$ cat config.mk
export PLATFORM = sky130hd
export DESIGN_NAME = hms_time_keeper
export DESIGN_NICKNAME = d
export VERILOG_FILES = /design/src/rtl/time_pkg.sv /design/src/rtl/bcd_mod_counter.sv /design/src/rtl/hms_time_keeper.sv
export SDC_FILE = /design/constraint.sdc
export NUM_CORES = 1
export LEC_CHECK = 0
export ABC_AREA = 1
export CAP_MARGIN = 40
export CORE_AREA = 2 2 90 92
export DETAILED_ROUTE_END_ITERATION = 12
export DIE_AREA = 0 0 92 94
export PLACE_DENSITY = 0.72
export SETUP_SLACK_MARGIN = 0.15
export SLEW_MARGIN = 20
export SYNTH_ARGS = -nofsm -noshare
export SYNTH_HDL_FRONTEND = slang
export SYNTH_SLANG_ARGS = --single-unit
$ cat constraint.sdc
create_clock -name clk -period 1.5 [get_ports clk]
set_input_delay 0.3 -clock clk [delete_from_list [all_inputs] [get_ports clk]]
set_output_delay 0.3 -clock clk [all_outputs]
set_load 0.01 [all_outputs]
$ cat src/rtl/time_pkg.sv
// Shared constants, FSM state type and BCD range check for the HH:MM:SS time keeper.
package time_pkg;

  localparam logic [7:0] SEC_MAX = 8'h59;
  localparam logic [7:0] MIN_MAX = 8'h59;
  localparam logic [7:0] HR_MAX  = 8'h23;

  typedef enum logic {IDLE, CHECK} state_e;

  // Both nibbles must be decimal digits; for legal BCD a binary compare orders correctly.
  function automatic logic bcd_valid(input logic [7:0] b, input logic [7:0] max);
    return (b[7:4] <= 4'd9) && (b[3:0] <= 4'd9) && (b <= max);
  endfunction

endpackage

$ cat src/rtl/bcd_mod_counter.sv
// Two-digit BCD counter that wraps to 00 after MAX; load takes priority over increment.
module bcd_mod_counter
  import time_pkg::*;
#(
  parameter logic [7:0] MAX = SEC_MAX
) (
  input  logic       clk,
  input  logic       reset,
  input  logic       inc,
  input  logic       load,
  input  logic [7:0] load_val,
  output logic [7:0] q,
  output logic       wrap
);

  logic [7:0] q_d;

  assign wrap = inc && !load && (q == MAX);

  always_comb begin
    q_d = q;
    if (load) begin
      q_d = load_val;
    end else if (inc) begin
      if (q == MAX) begin
        q_d = 8'h00;
      end else if (q[3:0] == 4'd9) begin
        q_d = {q[7:4] + 4'd1, 4'd0};
      end else begin
        q_d = {q[7:4], q[3:0] + 4'd1};
      end
    end
  end

  always_ff @(posedge clk) begin
    if (reset) begin
      q <= 8'h00;
    end else begin
      q <= q_d;
    end
  end

endmodule

$ cat src/rtl/hms_time_keeper.sv
// BCD wall clock driven by an upstream tick pulse, with a checked valid/ready load port.
module hms_time_keeper
  import time_pkg::*;
#(
  parameter int unsigned TICKS_PER_SEC = 16,
  parameter int unsigned PRE_W         = 16
) (
  input  logic       clk,
  input  logic       reset,
  input  logic       tick_in,
  input  logic       pause,
  input  logic       load_valid,
  output logic       load_ready,
  input  logic [7:0] load_hh,
  input  logic [7:0] load_mm,
  input  logic [7:0] load_ss,
  output logic       load_done,
  output logic       load_err,
  output logic [7:0] hh,
  output logic [7:0] mm,
  output logic [7:0] ss,
  output logic       sec_pulse,
  output logic       day_wrap
);

  localparam logic [PRE_W-1:0] PreLast = PRE_W'(TICKS_PER_SEC - 1);

  state_e           state_q, state_d;
  logic [PRE_W-1:0] pre_q, pre_d;
  logic [7:0]       sh_hh_q, sh_mm_q, sh_ss_q;
  logic             accept, shadow_ok, commit, reject;
  logic             tick_ok, sec_done, ss_inc;
  logic             ss_wrap, mm_wrap, hh_wrap;

  assign load_ready = (state_q == IDLE);
  assign accept     = load_ready && load_valid;
  assign shadow_ok  = bcd_valid(sh_hh_q, HR_MAX) && bcd_valid(sh_mm_q, MIN_MAX) &&
                      bcd_valid(sh_ss_q, SEC_MAX);
  assign commit     = (state_q == CHECK) && shadow_ok;
  assign reject     = (state_q == CHECK) && !shadow_ok;

  assign tick_ok  = tick_in && !pause;
  assign sec_done = tick_ok && (pre_q == PreLast);
  // A second completing on the commit cycle is swallowed: the loaded time wins.
  assign ss_inc   = sec_done && !commit;

  always_comb begin
    state_d = state_q;
    unique case (state_q)
      IDLE:  if (load_valid) state_d = CHECK;
      CHECK: state_d = IDLE;
      default: state_d = IDLE;
    endcase
  end

  always_comb begin
    pre_d = pre_q;
    if (commit) begin
      pre_d = '0;
    end else if (tick_ok) begin
      pre_d = sec_done ? '0 : pre_q + PRE_W'(1);
    end
  end

  always_ff @(posedge clk) begin
    if (reset) begin
      state_q   <= IDLE;
      pre_q     <= '0;
      sh_hh_q   <= 8'h00;
      sh_mm_q   <= 8'h00;
      sh_ss_q   <= 8'h00;
      sec_pulse <= 1'b0;
      day_wrap  <= 1'b0;
      load_done <= 1'b0;
      load_err  <= 1'b0;
    end else begin
      state_q   <= state_d;
      pre_q     <= pre_d;
      sec_pulse <= ss_inc;
      day_wrap  <= hh_wrap;
      load_done <= commit;
      load_err  <= reject;
      if (accept) begin
        sh_hh_q <= load_hh;
        sh_mm_q <= load_mm;
        sh_ss_q <= load_ss;
      end
    end
  end

  bcd_mod_counter #(.MAX(SEC_MAX)) u_sec (
    .clk      (clk),
    .reset    (reset),
    .inc      (ss_inc),
    .load     (commit),
    .load_val (sh_ss_q),
    .q        (ss),
    .wrap     (ss_wrap)
  );

  bcd_mod_counter #(.MAX(MIN_MAX)) u_min (
    .clk      (clk),
    .reset    (reset),
    .inc      (ss_wrap),
    .load     (commit),
    .load_val (sh_mm_q),
    .q        (mm),
    .wrap     (mm_wrap)
  );

  bcd_mod_counter #(.MAX(HR_MAX)) u_hr (
    .clk      (clk),
    .reset    (reset),
    .inc      (mm_wrap),
    .load     (commit),
    .load_val (sh_hh_q),
    .q        (hh),
    .wrap     (hh_wrap)
  );

endmodule
==> results by group <==
Clocking
  • Clock tree from TritonCTS: yes
  • Clock slew at reported path FFs: 0.08 ns
  • Clock buffer count from CTS: 9
  • Longest Clk Path Bufs: 2
  • Clock Latency Late Sink: 0.34 ns
  • Clock root buffer: clkbuf_8
  • H-Tree Depth: 3
  • CTS Sinks: 69

Timing
  • RSZ-0062 raised after global routing: true
  • Layout Skew: 0.0110 ns
  • Fin crit share: 1.17
  • Worst Tran Pin Value: 0.394 ns
  • Hold Fails Final Rpt: 0
  • Minimum clock period: 1.75 ns
  • Fmax: 570 MHz
  • WHS: around 0.48 ns
  • Final setup violation count: 42
  • Max Slew Vio Count: 0
  • Setup ws final: -0.253 ns
  • Max_slew headroom: 0.735

Routing
  • Drc violations: 0
  • DR pass1 iterations: 5
  • Vias: 4290
  • Per-cell routed wire length: 15.1 um
  • Post-DRT Antenna Nets: 0
  • Via/cell ratio: 5.23
  • Routed WL: roughly 12000 um
  • 1st-iter DRT viols: 168

Min path
  • Hold_sp: sh_hh_q[3]$_SDFFE_PP0P_
  • Hold Path Stages: 2
  • Hold endpoint: sh_hh_q[3]$_SDFFE_PP0P_
  • Hold crit path type: reg -> reg

Place
  • DP Area: just over 5000 um2
  • HPWL after DPL: 7340 um
  • Count of input and output buffers: 57
  • Routability-driven placement congestion ratio: 0.860

Logic synthesis
  • Main combinational cell family by area after synthesis: simple AND/OR/NAND/NOR gates
  • Synth warn: 0
  • Synth area leader: dfxtp_1
  • Sequential fraction of the synthesis area: 0.378
  • Synth cell types: 33
  • Synth Instances: around 530
  • Synth top area share: 0.378
  • Synthesized Nets: 575
  • Syn Std Cell Area: around 3700 um2
  • #FFs+latches synth: 69
  • Synth Area in Compound Gates: 0.0985
  • Area fraction in and, or, nand and nor cells after synthesis: 0.353
  • Synth area leaders: dfxtp_1 38%, nor2_1 11%, nand2_1 10%, nand3_1 7.3%, inv_1 5.5%
  • XOR/XNOR Fraction of Synth Area: 0.0431
  • Avg Cell Area, Syn: 6.86 um2
  • Post-synthesis mux area share: 0
  • Synth Area in Adders: 0.0445

GRT
  • M1 GR Usage: 0.342
  • Initial antenna violation count: 0
  • GRT Overall Usage: 0.278
  • Global route overflow: 0
  • GR peak layer: met2
  • Number of global-route vias before repair: 4165
  • Largest net degree at the start of global routing: 21
  • Met2 usage: 0.496
  • M3 GR Usage: 0.0377
  • Global-route wire length before repair: 19200 um

Cells and area
  • Design area: approximately 6000 um2
  • Commonest non-fill, non-tap cell in the layout: buf_4
  • Multi-input gate area: 2460 um2
  • Fin nets: 755
  • Most frequent cells in the layout: 88 x buf_4, 86 x nor2_1, 81 x nand2_1
  • Layout cell share with drive strength beyond 1: 0.416
  • Reg area: between 1000 and 1500 um2
  • Area Growth Syn to Fin: 65.2%
  • Ant. Diodes: 0
  • Filler Cells Inserted: 495

Floorplanning
  • # rows: 32
  • Die Wd: 92 um
  • Initial Util: 0.481
  • Core footprint: 7610 um2
  • Die height: approximately 94 um
  • DIE AREA: a little under 9000 um2
  • I/O pins: 58

Status
  • Failing checks: setup timing
  • Status: finished with violations

Setup path
  • Kind of critical path: reg -> reg
  • Reg2reg end: u_hr.q[2]$_SDFFE_PP0P_
  • Worst Path Required: 1.74 ns
  • Worst Reg2Reg Path Length in Cells: 12
  • Crit start category: flip-flop
  • Cell Chain, Critical Path: inv_2, nand2_2, nor2_4, nand2_2, nor2_4, buf_6, nand3_4, buf_6, nand3_1, nand2_1, nor2_1, nor2_1
  • R2r startpoint: sh_mm_q[7]$_SDFFE_PP0P_
  • Worst Setup End Kind: flip-flop
  • Critical path data arrival time: 1.99 ns
  • Slowest cell on crit path: dfxtp_2
  • R2r setup slk: -0.25 ns
  • Delay of the slowest critical-path stage: 0.32 ns
  • Crit-path max FO: 5

Power and ir drop
  • LEAKAGE: 2.80 nW
  • Worst vdd ir: 526 uV
  • Power Dens Cells: about 750 nW/um2

Job
  • Max-Cap Viols: 0
area by class of cell:
type | count | share of cell area
multi-input cells | 394 | 0.407
repair buffers | 181 | 0.262
flip-flops and latches | 69 | 0.235
inverters | 57 | 0.0379
clock buffers | 11 | 0.0269
well taps | 102 | 0.0211
clock inverters | 5 | 0.00932
repair inverters | 1 | 0.00104
cell usage after synthesis, drive strengths merged:
cell type / number
nor2: 113
inv: 57
or2: 1
and2: 1
xor2: 15
nor3b: 3
a21oi: 20
nor3: 10
o21ai: 43
ha: 13
dfxtp: 69
xnor2: 3
nand3b: 1
nand4: 6
clkbuf: 9
a211oi: 2
nand2: 102
buf: 7
nor4: 1
nand3: 55
and3: 1
a21o: 1
registers in the layout, summed over array words and instances, names as in the netlist:
name       flops
sh_hh_q        8
u_sec.q        8
sh_ss_q        8
u_min.q        8
load_done      1
u_hr.q         8
day_wrap       1
load_err       1
pre_q         16
sh_mm_q        8
sec_pulse      1
state_q        1
how the worst max path moves through the flow:
stage,from,slack [ns],endpoint
after floorplan,u_sec.q[1]$_SDFFE_PP0P_,-0.06,u_hr.q[7]$_SDFFE_PP0P_
final,sh_mm_q[7]$_SDFFE_PP0P_,-0.25,u_hr.q[2]$_SDFFE_PP0P_
after detailed placement,tick_in,-0.51,u_hr.q[3]$_SDFFE_PP0P_
after global routing,sh_mm_q[7]$_SDFFE_PP0P_,-0.41,u_hr.q[2]$_SDFFE_PP0P_
after global placement,tick_in,-0.45,u_hr.q[1]$_SDFFE_PP0P_
after CTS,pre_q[1]$_SDFFE_PP0P_,-0.13,u_hr.q[4]$_SDFFE_PP0P_
report_power, final:
group	switching [mW]	internal, mW	leakage (nW)
Clock	0.764	0.912	0.110
Sequential	0.0540	1.91	0.575
Combinational	0.438	0.428	2.11
Total	1.26	3.25	2.80
stage by stage:
stage / power, mW / cells / setup WS (ns) / util / TNS (ns)
finish: 4.51 / 820 / -0.253 / 0.794 / -5.99
global route: 4.66 / 820 / -0.411 / 0.794 / -9.89
CTS: 4.36 / 811 / -0.126 / 0.754 / -2.19
detailed placement: 2.59 / 767 / -0.508 / 0.664 / -12.79
global placement: 2.57 / 767 / -0.450 / 0.664 / -11.17
floorplan: 2.29 / 533 / -0.0589 / - / -0.238
what timing repair did:
item,in CTS,in global routing
setup endpoints to repair,72,84
pin swaps,33,32
cloned,4,1
hold endpoints to repair,0,0
setup buffers,24,8
gates resized for setup,132,103
hold buffers,0,0
cell families (layout without fill, tap and decap cells):
logic type	count (synthesis)	in the layout
flops	69	69
simple gates	294	297
compound gates	66	66
fa+ha+maj	13	13
xor+xnor	18	18
buf+inv	73	255
routing by layer:
metal | share of wire | vias to the layer above
met5 | 0 | -
met4 | 0.024 | 0
met3 | 0.057 | 26
met2 | 0.52 | 173
met1 | 0.40 | 2010
li1 | - | 2081
worst max-delay path: cells and delay by family, from the launching register on:
kind | cells | cell delay, ns
flip-flops | 1 | 0.32
buffers and inverters | 3 | 0.40
AND/OR/NAND/NOR | 9 | 0.92
Note: power is estimated with default switching activity, not from simulation.
